===== src/rtl/fsm_pkg.sv =====
// Shared definitions for the start-up FSM and its PWM ramp stage:
// state encoding, duty constants and the slew-limited duty step.
package fsm_pkg;

  typedef enum logic [2:0] {
    IDLE    = 3'd0,
    RAMP_UP = 3'd1,
    RAMP_DN = 3'd2,
    HOLD    = 3'd3,
    FAULT   = 3'd4
  } state_e;

  localparam logic [6:0] DUTY_0   = 7'd0;
  localparam logic [6:0] DUTY_30  = 7'd30;
  localparam logic [6:0] DUTY_50  = 7'd50;
  localparam logic [6:0] DUTY_100 = 7'd100;

  // Move duty one step toward target without overshooting. Sums are
  // formed in 8 bits so duty+step cannot wrap past 127.
  function automatic logic [6:0] slew_step(input logic [6:0] duty,
                                           input logic [6:0] target,
                                           input logic [6:0] step);
    logic [7:0] up_sum;
    logic [7:0] dn_lim;
    logic [6:0] result;
    up_sum = {1'b0, duty} + {1'b0, step};
    dn_lim = {1'b0, target} + {1'b0, step};
    if (duty < target) begin
      result = (up_sum > {1'b0, target}) ? target : up_sum[6:0];
    end else if (duty > target) begin
      result = ({1'b0, duty} > dn_lim) ? (duty - step) : target;
    end else begin
      result = target;
    end
    return result;
  endfunction

endpackage


===== src/rtl/pwm_prescaler.sv =====
// Divides clk by PRESC: emits a one-clk tick every PRESC enabled clocks.
// The count is frozen (not cleared) while en is low.
module pwm_prescaler #(
  parameter int PRESC = 10
) (
  input  logic clk,
  input  logic reset,
  input  logic en,
  output logic tick
);

  localparam int PW = (PRESC > 1) ? $clog2(PRESC) : 1;
  localparam logic [PW-1:0] LAST = PW'(PRESC - 1);

  logic [PW-1:0] pre_q;
  logic [PW-1:0] pre_d;

  // Next prescaler count: advance and wrap while enabled, otherwise hold.
  always_comb begin
    pre_d = pre_q;
    if (en) begin
      if (pre_q == LAST) begin
        pre_d = {PW{1'b0}};
      end else begin
        pre_d = pre_q + PW'(1);
      end
    end else begin
      pre_d = pre_q;
    end
  end

  // Prescaler count register.
  always_ff @(posedge clk or posedge reset) begin
    if (reset) begin
      pre_q <= {PW{1'b0}};
    end else begin
      pre_q <= pre_d;
    end
  end

  assign tick = en && (pre_q == LAST);

endmodule


===== src/rtl/pwm_ramp_driver.sv =====
// Turns the start-up FSM's one-hot speed levels into a slew-limited PWM
// drive. Duty only changes on PWM period boundaries; an invalid level
// combination drops straight into FAULT with duty cleared.
module pwm_ramp_driver
  import fsm_pkg::*;
#(
  parameter int PRESC     = 10,
  parameter int PERIOD    = 100,
  parameter int SLEW_STEP = 1
) (
  input  logic       clk,
  input  logic       reset,
  input  logic       en,
  input  logic       lvl_30,
  input  logic       lvl_50,
  input  logic       lvl_100,
  output logic       pwm_out,
  output logic [6:0] duty,
  output logic       ramping,
  output logic       at_speed,
  output logic       fault
);

  localparam logic [6:0] LAST_CNT = 7'(PERIOD - 1);
  localparam logic [6:0] STEP     = 7'(SLEW_STEP);

  logic       rst_meta_q;
  logic       rst_q;
  logic       tick_s;
  logic       pb_s;
  logic       any_s;
  logic       invalid_s;
  logic [6:0] target_s;
  logic [6:0] new_duty_s;
  logic [6:0] cnt_q, cnt_d;
  logic [6:0] duty_q, duty_d;
  logic       dirty_q, dirty_d;
  logic       pwm_q;
  state_e     state_q, state_d;

  // Reset takes effect immediately but is released two clk edges later,
  // aligned to clk, so no flop sees a release mid-cycle.
  always_ff @(posedge clk or posedge reset) begin
    if (reset) begin
      rst_meta_q <= 1'b1;
      rst_q      <= 1'b1;
    end else begin
      rst_meta_q <= 1'b0;
      rst_q      <= rst_meta_q;
    end
  end

  pwm_prescaler #(.PRESC(PRESC)) u_presc (
    .clk   (clk),
    .reset (rst_q),
    .en    (en),
    .tick  (tick_s)
  );

  assign pb_s = tick_s && (cnt_q == LAST_CNT);

  // Decode the level inputs into a target duty and a validity flag.
  always_comb begin
    any_s     = lvl_30 | lvl_50 | lvl_100;
    invalid_s = (lvl_30 & lvl_50) | (lvl_30 & lvl_100) | (lvl_50 & lvl_100);
    case ({lvl_100, lvl_50, lvl_30})
      3'b001:  target_s = DUTY_30;
      3'b010:  target_s = DUTY_50;
      3'b100:  target_s = DUTY_100;
      default: target_s = DUTY_0;
    endcase
  end

  // PWM count: advance on prescaler tick, wrap at the end of the period.
  always_comb begin
    cnt_d = cnt_q;
    if (tick_s) begin
      cnt_d = (cnt_q == LAST_CNT) ? 7'd0 : (cnt_q + 7'd1);
    end else begin
      cnt_d = cnt_q;
    end
  end

  // FSM and duty slew. Ramp decisions are taken only on a period boundary,
  // where the new state follows from where the stepped duty landed.
  // In FAULT, dirty records whether any level was high since the last
  // boundary; exit needs one full clean period.
  always_comb begin
    state_d    = state_q;
    duty_d     = duty_q;
    dirty_d    = dirty_q;
    new_duty_s = slew_step(duty_q, target_s, STEP);
    if (invalid_s) begin
      state_d = FAULT;
      duty_d  = DUTY_0;
      dirty_d = 1'b1;
    end else begin
      case (state_q)
        FAULT: begin
          duty_d = DUTY_0;
          if (pb_s) begin
            dirty_d = any_s;
            if (!dirty_q && !any_s) begin
              state_d = IDLE;
            end else begin
              state_d = FAULT;
            end
          end else begin
            dirty_d = dirty_q | any_s;
          end
        end
        IDLE, RAMP_UP, RAMP_DN, HOLD: begin
          if (pb_s) begin
            duty_d = new_duty_s;
            if (new_duty_s == target_s) begin
              state_d = (target_s == DUTY_0) ? IDLE : HOLD;
            end else if (new_duty_s < target_s) begin
              state_d = RAMP_UP;
            end else begin
              state_d = RAMP_DN;
            end
          end else begin
            state_d = state_q;
          end
        end
        default: begin
          state_d = IDLE;
          duty_d  = DUTY_0;
          dirty_d = 1'b0;
        end
      endcase
    end
  end

  // State, duty, count and PWM output registers.
  always_ff @(posedge clk or posedge rst_q) begin
    if (rst_q) begin
      state_q <= IDLE;
      duty_q  <= DUTY_0;
      dirty_q <= 1'b0;
      cnt_q   <= 7'd0;
      pwm_q   <= 1'b0;
    end else begin
      state_q <= state_d;
      duty_q  <= duty_d;
      dirty_q <= dirty_d;
      cnt_q   <= cnt_d;
      pwm_q   <= en && (cnt_q < duty_q);
    end
  end

  assign pwm_out  = pwm_q;
  assign duty     = duty_q;
  assign ramping  = (state_q == RAMP_UP) || (state_q == RAMP_DN);
  assign at_speed = (state_q == HOLD) && (duty_q != DUTY_0);
  assign fault    = (state_q == FAULT);

endmodule


===== config.mk =====
export PLATFORM = sky130hd
export DESIGN_NAME = pwm_ramp_driver
export DESIGN_NICKNAME = d
export VERILOG_FILES = /design/src/rtl/fsm_pkg.sv /design/src/rtl/pwm_prescaler.sv /design/src/rtl/pwm_ramp_driver.sv
export SDC_FILE = /design/constraint.sdc
export NUM_CORES = 1
export LEC_CHECK = 0
export CAP_MARGIN = 5
export CORE_ASPECT_RATIO = 0.7
export CORE_MARGIN = 2
export CORE_UTILIZATION = 29
export CTS_CLUSTER_DIAMETER = 30
export DETAILED_ROUTE_END_ITERATION = 10
export DONT_BUFFER_PORTS = 1
export GPL_ROUTABILITY_DRIVEN = 0
export MAX_ROUTING_LAYER = met4
export PLACE_DENSITY_LB_ADDON = 0.05
export SYNTH_ARGS = -nofsm -noshare
export SYNTH_HDL_FRONTEND = slang
export SYNTH_SLANG_ARGS = --single-unit

===== constraint.sdc =====
create_clock -name clk -period 2.8 [get_ports clk]
set_input_delay 0.28 -clock clk [delete_from_list [all_inputs] [get_ports clk]]
set_output_delay 0.28 -clock clk [all_outputs]
set_load 0.02 [all_outputs]

Word level (Yosys, flattened, before mapping):

Cells that the tools add are included.
Widths: inputs -> output; s select.

* bits in registers: 25
* output and inout bits: 11
* word-level logic and storage cells: 74

* $add $sub $neg: 5
* $lt $le $gt $ge: 6
* equal/unequal tests: 13
* multiplexer cells: 21
* bitwise logic cells: 8
* reduce and logical (&&, ||, !) cells: 13

Operator list (count)
* $mux 7: 8
* $lt 7x7->1: 3
* $pmux 7 s3: 1
* $add 7x1->8 const B: 2
* $mux 3: 4
* $eq 3x2->1 const B: 3
* $gt 7x8->1: 1
* $gt 8x7->1: 1
* $add 7x1->7 const B: 1
* $eq 7x7->1: 1
* $eq 7x7->1 const B: 1
* $gt 7x7->1: 1
* $logic_not 7->1: 1
* $reduce_bool 7->1: 1
* $sub 7x1->7 const B: 1
* $eq 3x1->1 const B: 2
* $eq 3x3->1 const B: 2
* $mux 2: 3
* $pmux 3 s2: 1
* $logic_and 1x1->1: 5
* $or 1x1->1: 5
* $add 4x1->4 const B: 1
* $eq 4x4->1 const B: 1
* $mux 4: 1
* other kinds (11): 15

Logic depth before layout (Yosys ltp):

* word-level depth: 13
* depth in mapped cells: 21

Modules after synthesis:

From an unflattened synthesis, not the netlist that was laid out.

* cells, all modules: 272
* area total of the unflattened synthesis: 2397.3 sq um

Modules (own cells, without submodules)
* pwm_ramp_driver: times used 1, cells each 254, area each 2204.6 sq um
* pwm_prescaler: times used 1, cells each 18, area each 192.7 sq um

Worst setup path after synthesis:

No wires, ideal clock.

* path type: register to register
* from: register duty_q[2], in the netlist duty[2]
* to: register state_q[0]
* library setup time: 87 ps
* arrival time: 3883 ps
* required time: 2713 ps
* path slack: -1170 ps
* stages on the path, launching flop included: 19
* clock period less this slack: 3970 ps
* cell sequence: dfrtp_1 buf_2 and3_1 and2_1 nand2_1 xnor2_1 ha_1 a211oi_1 o21ai_0 o21ai_1 a31oi_1 a221o_1 ha_1 nor2b_1 o21ai_0 or2b_2 a221oi_2 a221oi_1 a211oi_2

* cells in the longest elaborated chain, start to end: 10
* elaborated cells between the ends (all ways): 17
* those cells by class: add/sub (2); order compare (5); eq/ne (1); mux (9)

Ends and longest elaborated chain
* start: declaration: line pwm_ramp_driver.sv:36 `logic [6:0] duty_q, duty_d;`
* start signal: assignment: line pwm_ramp_driver.sv:145 `duty_q <= duty_d;`
* $add 7x1->8 (tied with other cells): line fsm_pkg.sv:26 `up_sum = {1'b0, duty} + {1'b0, step};`
* $gt 8x7->1 / $mux 7 (equally long branches): line fsm_pkg.sv:29, fsm_pkg.sv:31
* $mux 7 (on tied branches): line fsm_pkg.sv:29, fsm_pkg.sv:30
* $mux 7 (*): line fsm_pkg.sv:28 `if (duty < target) begin`
* $lt 7x7->1: line pwm_ramp_driver.sv:117 `end else if (new_duty_s < target_s) begin`
* $mux 2: line pwm_ramp_driver.sv:117
* $mux 2 (*): line pwm_ramp_driver.sv:115 `if (new_duty_s == target_s) begin`
* $mux 3 (*): line pwm_ramp_driver.sv:113 `if (pb_s) begin`
* $pmux 3 s2 (*): line pwm_ramp_driver.sv:98 `case (state_q)`
* $mux 3 (*): line pwm_ramp_driver.sv:93 `if (invalid_s) begin`
* end signal: assignment: line pwm_ramp_driver.sv:144 `state_q <= state_d;`
* end: declaration: line pwm_ramp_driver.sv:39 `state_e state_q, state_d;`

Every way passes the cells marked *; elsewhere a longest branch is shown, timed or not. The select of a mux whose other input is x is not followed.
A chain may end at the register's enable or synchronous reset.

Worst setup path after layout:

* from: register duty_q[3], in the netlist duty[3]
* to: register state_q[0]

The elaborated chain is that of the path after synthesis.

==> run summary <==
Area of the die - 8800 µm²
Largest net degree at the start of global routing - 24
CTS buffer count - 3
Top cell type's share of synthesized area - 0.246
DRT iter0 DRCs - 136
Min-Delay Startpoint - en
Crit-path max FO - 6
Die Span X - 111 µm
Placed Area - 3110 µm²
ANT nets after route - 0
CP Data Required Time - 2.99 ns
Vias in the first global route - 2199
Clock root buffer master - clkbuf_16
Synth cell count leaders - 32 x nand2_1, 27 x ha_1, 23 x dfrtp_1
Outcome - finished with violations
Final min period - 3.58 ns
N_diodes - 0
Crit end category - flop
Min-Delay Path Class - input pin to flop
Vias - 2346
Die height - 79.1 µm
Synth Instances - 269
RSZ-0062 raised after global routing - true
Bufs on Longest Clock Path - 2
RR Startpoint - duty[3]
Leak - 1.62 nW
Slew @ Worst Pin - 0.959 ns
Critical path data arrival time - 3.77 ns
Number of synthesized flops with an enable pin - 0
Antenna violations before repair - 0
Cell taking the most area after synthesis - dfrtp_1
Syn_area_per_cell - 8.69 µm²
Maximum vdd drop - 0.286 mV
Detailed Routing Iterations Pass 1 - 4
Total routed wirelength - 7.70 mm
CTS H-tree depth - 1
Area grow syn2layout - 48.9%
First-pass GRT wire length - 12.1 mm
Drt wl/cell - 16.8 µm
CTS Sinks - 25
Final WS setup - -0.784 ns
# fillers - 799
Share of cells above drive strength 1 - 0.439
Worst reg2reg endpoint - state_q[0]
Sequential-to-total area share from yosys stat - 0.269
Total power - 0.00129 W
Violated checks - setup timing
Design area - 3480 µm²
Fin. max-slew vios - 0
Fmax - 0.279 GHz
Yosys cell types - 65
Synth top area cells - dfrtp_1 25%, ha_1 14%, xnor2_1 5.2%
CTS tree - built
YS warnings - 0
Flops & latches, synth - 25
Total I/O pin count - 17
Worst reg-to-reg setup slack - -0.78 ns
Final setup viols - 3
Worst skew pair latency - 0.26 ns
Critical path capture point - state_q[0]
Power per standard cell area - 372 nW/µm²
Post-synth ARST share - 1.00
Top_reg_cell synth - dfrtp_1
Via density - 5.11
Layout net count - 392
Port-buffer cells - 0
Num rows - 27
Final HPWL DP - 6.09 mm
Critical path startpoint - duty[3]
Period utilisation layout - 1.28
Effective utilization at floorplan - 0.298
DR DRC count - 0
Final core occ - 0.444
Netlist Area Pre-Place - 2340 µm²
CP Class - flop to flop
Max cap viols - 0
GRT Total Usage - 0.182
Syn_nets - 302
Worst setup SP type - flop
Core ar. - 7840 µm²
Clock transition at path regs - 0.07 ns
Final Hold Fails - 0
Max-slew headroom - 0.360
Total gr overflow - 0
Reg2Reg Depth - 17
Clock skew - 0.00773 ns
Most common cell in the synthesized netlist - nand2_1
==> metal layers <==
metal	vias up	GRT usage	share of wire
li1	1156	-	-
met1	1135	0.278	0.54
met2	51	0.251	0.41
met3	4	0.0382	0.043
met4	0	0.0222	0.0052
met5	-	-	0
==> registers in the layout (all words and copies together) (netlist names) <==
| signal | count |
|---|---|
| cnt_q | 7 |
| duty | 7 |
| u_presc.pre_q | 4 |
| state_q | 3 |
| dirty_q | 1 |
| pwm_out | 1 |
| rst_meta_q | 1 |
| rst_q | 1 |
==> where the power goes <==
part	total [W]	switching, W	internal [W]
sequential	0.000486	0.0000687	0.000417
combinational	0.000484	0.000214	0.000270
clock	0.000324	0.000129	0.000195
total	0.00129	0.000412	0.000882
==> logic make-up after synthesis <==
family,Yosys count,synth area share
other cells,1,0.00160
simple gates,98,0.231
flops,25,0.269
xor+xnor,21,0.0787
buf+inv,25,0.0503
compound gates,69,0.211
mux,2,0.00910
fa+ha+maj,28,0.149
==> cell usage in the layout, fill, tap and decap left out, types with 3 or more instances in the layout <==
cell type	Yosys	final
a211oi_2	1	3
a21o_1	10	10
a21oi_1	17	13
a21oi_2	0	4
and3_1	5	4
buf_4	0	89
buf_6	2	4
clkbuf_16	0	3
dfrtp_1	23	19
dfrtp_2	0	4
ha_1	27	20
ha_4	0	6
inv_1	15	13
inv_2	1	3
nand2_1	32	31
nand3_1	12	9
nand3_2	1	3
nand4_1	7	7
nor2_1	14	13
nor2b_1	4	4
nor3_1	3	3
o211a_1	3	3
o21ai_0	11	7
xnor2_1	14	10
xor2_1	7	6
==> area by class of cell <==
type | count | area (µm²) | share of cell area
well taps | 101 | 126 | 0.0363
repair buffers | 94 | 723 | 0.208
clock buffers | 4 | 78.8 | 0.0227
inverters | 16 | 60.1 | 0.0173
flip-flops and latches | 25 | 633 | 0.182
multi-input cells | 219 | 1860 | 0.534
==> metrics by stage <==
| step | TNS [ns] | setup WS, ns | std cells | hold slack [ns] |
|---|---|---|---|---|
| after floorplan | -1.76 | -0.890 | 269 | 0.192 |
| after global placement | -2.04 | -0.940 | 443 | 0.198 |
| after detailed placement | -2.04 | -0.950 | 443 | 0.206 |
| after CTS | -1.42 | -0.734 | 450 | 0.0914 |
| after global routing | -2.02 | -0.933 | 459 | 0.0926 |
| final | -1.56 | -0.784 | 459 | 0.0968 |
==> worst max-delay path, stage by stage (launching register included) <==
cell and delay (ns):
dfrtp_2 0.40, buf_4 0.18, ha_1 0.33, buf_4 0.15
a21oi_1 0.19, a21oi_1 0.15, or2_2 0.33, buf_4 0.15
nand3_1 0.07, o311a_1 0.26, ha_4 0.24, a21oi_2 0.13
nor2b_1 0.05, o21ai_1 0.10, or2b_4 0.28, a221oi_4 0.30
a221oi_2 0.06, a211oi_2 0.14
==> worst min path at each step <==
stage | endpoint | slack [ns] | cells past startpoint
after floorplan | rst_meta_q | 0.19 | 1
after global placement | rst_q | 0.20 | 1
after detailed placement | rst_q | 0.21 | 1
after CTS | u_presc.pre_q[0] | 0.09 | 1
after global routing | u_presc.pre_q[0] | 0.09 | 1
final | u_presc.pre_q[0] | 0.1 | 1
==> repair_timing <==
item,4_1_cts,5_1_grt
hold endpoints to repair,2,0
pin swaps,14,14
setup buffers,2,10
setup endpoints to repair,5,6
gates resized for setup,13,24
hold buffers,1,0
(Power assumes the default switching activity.)
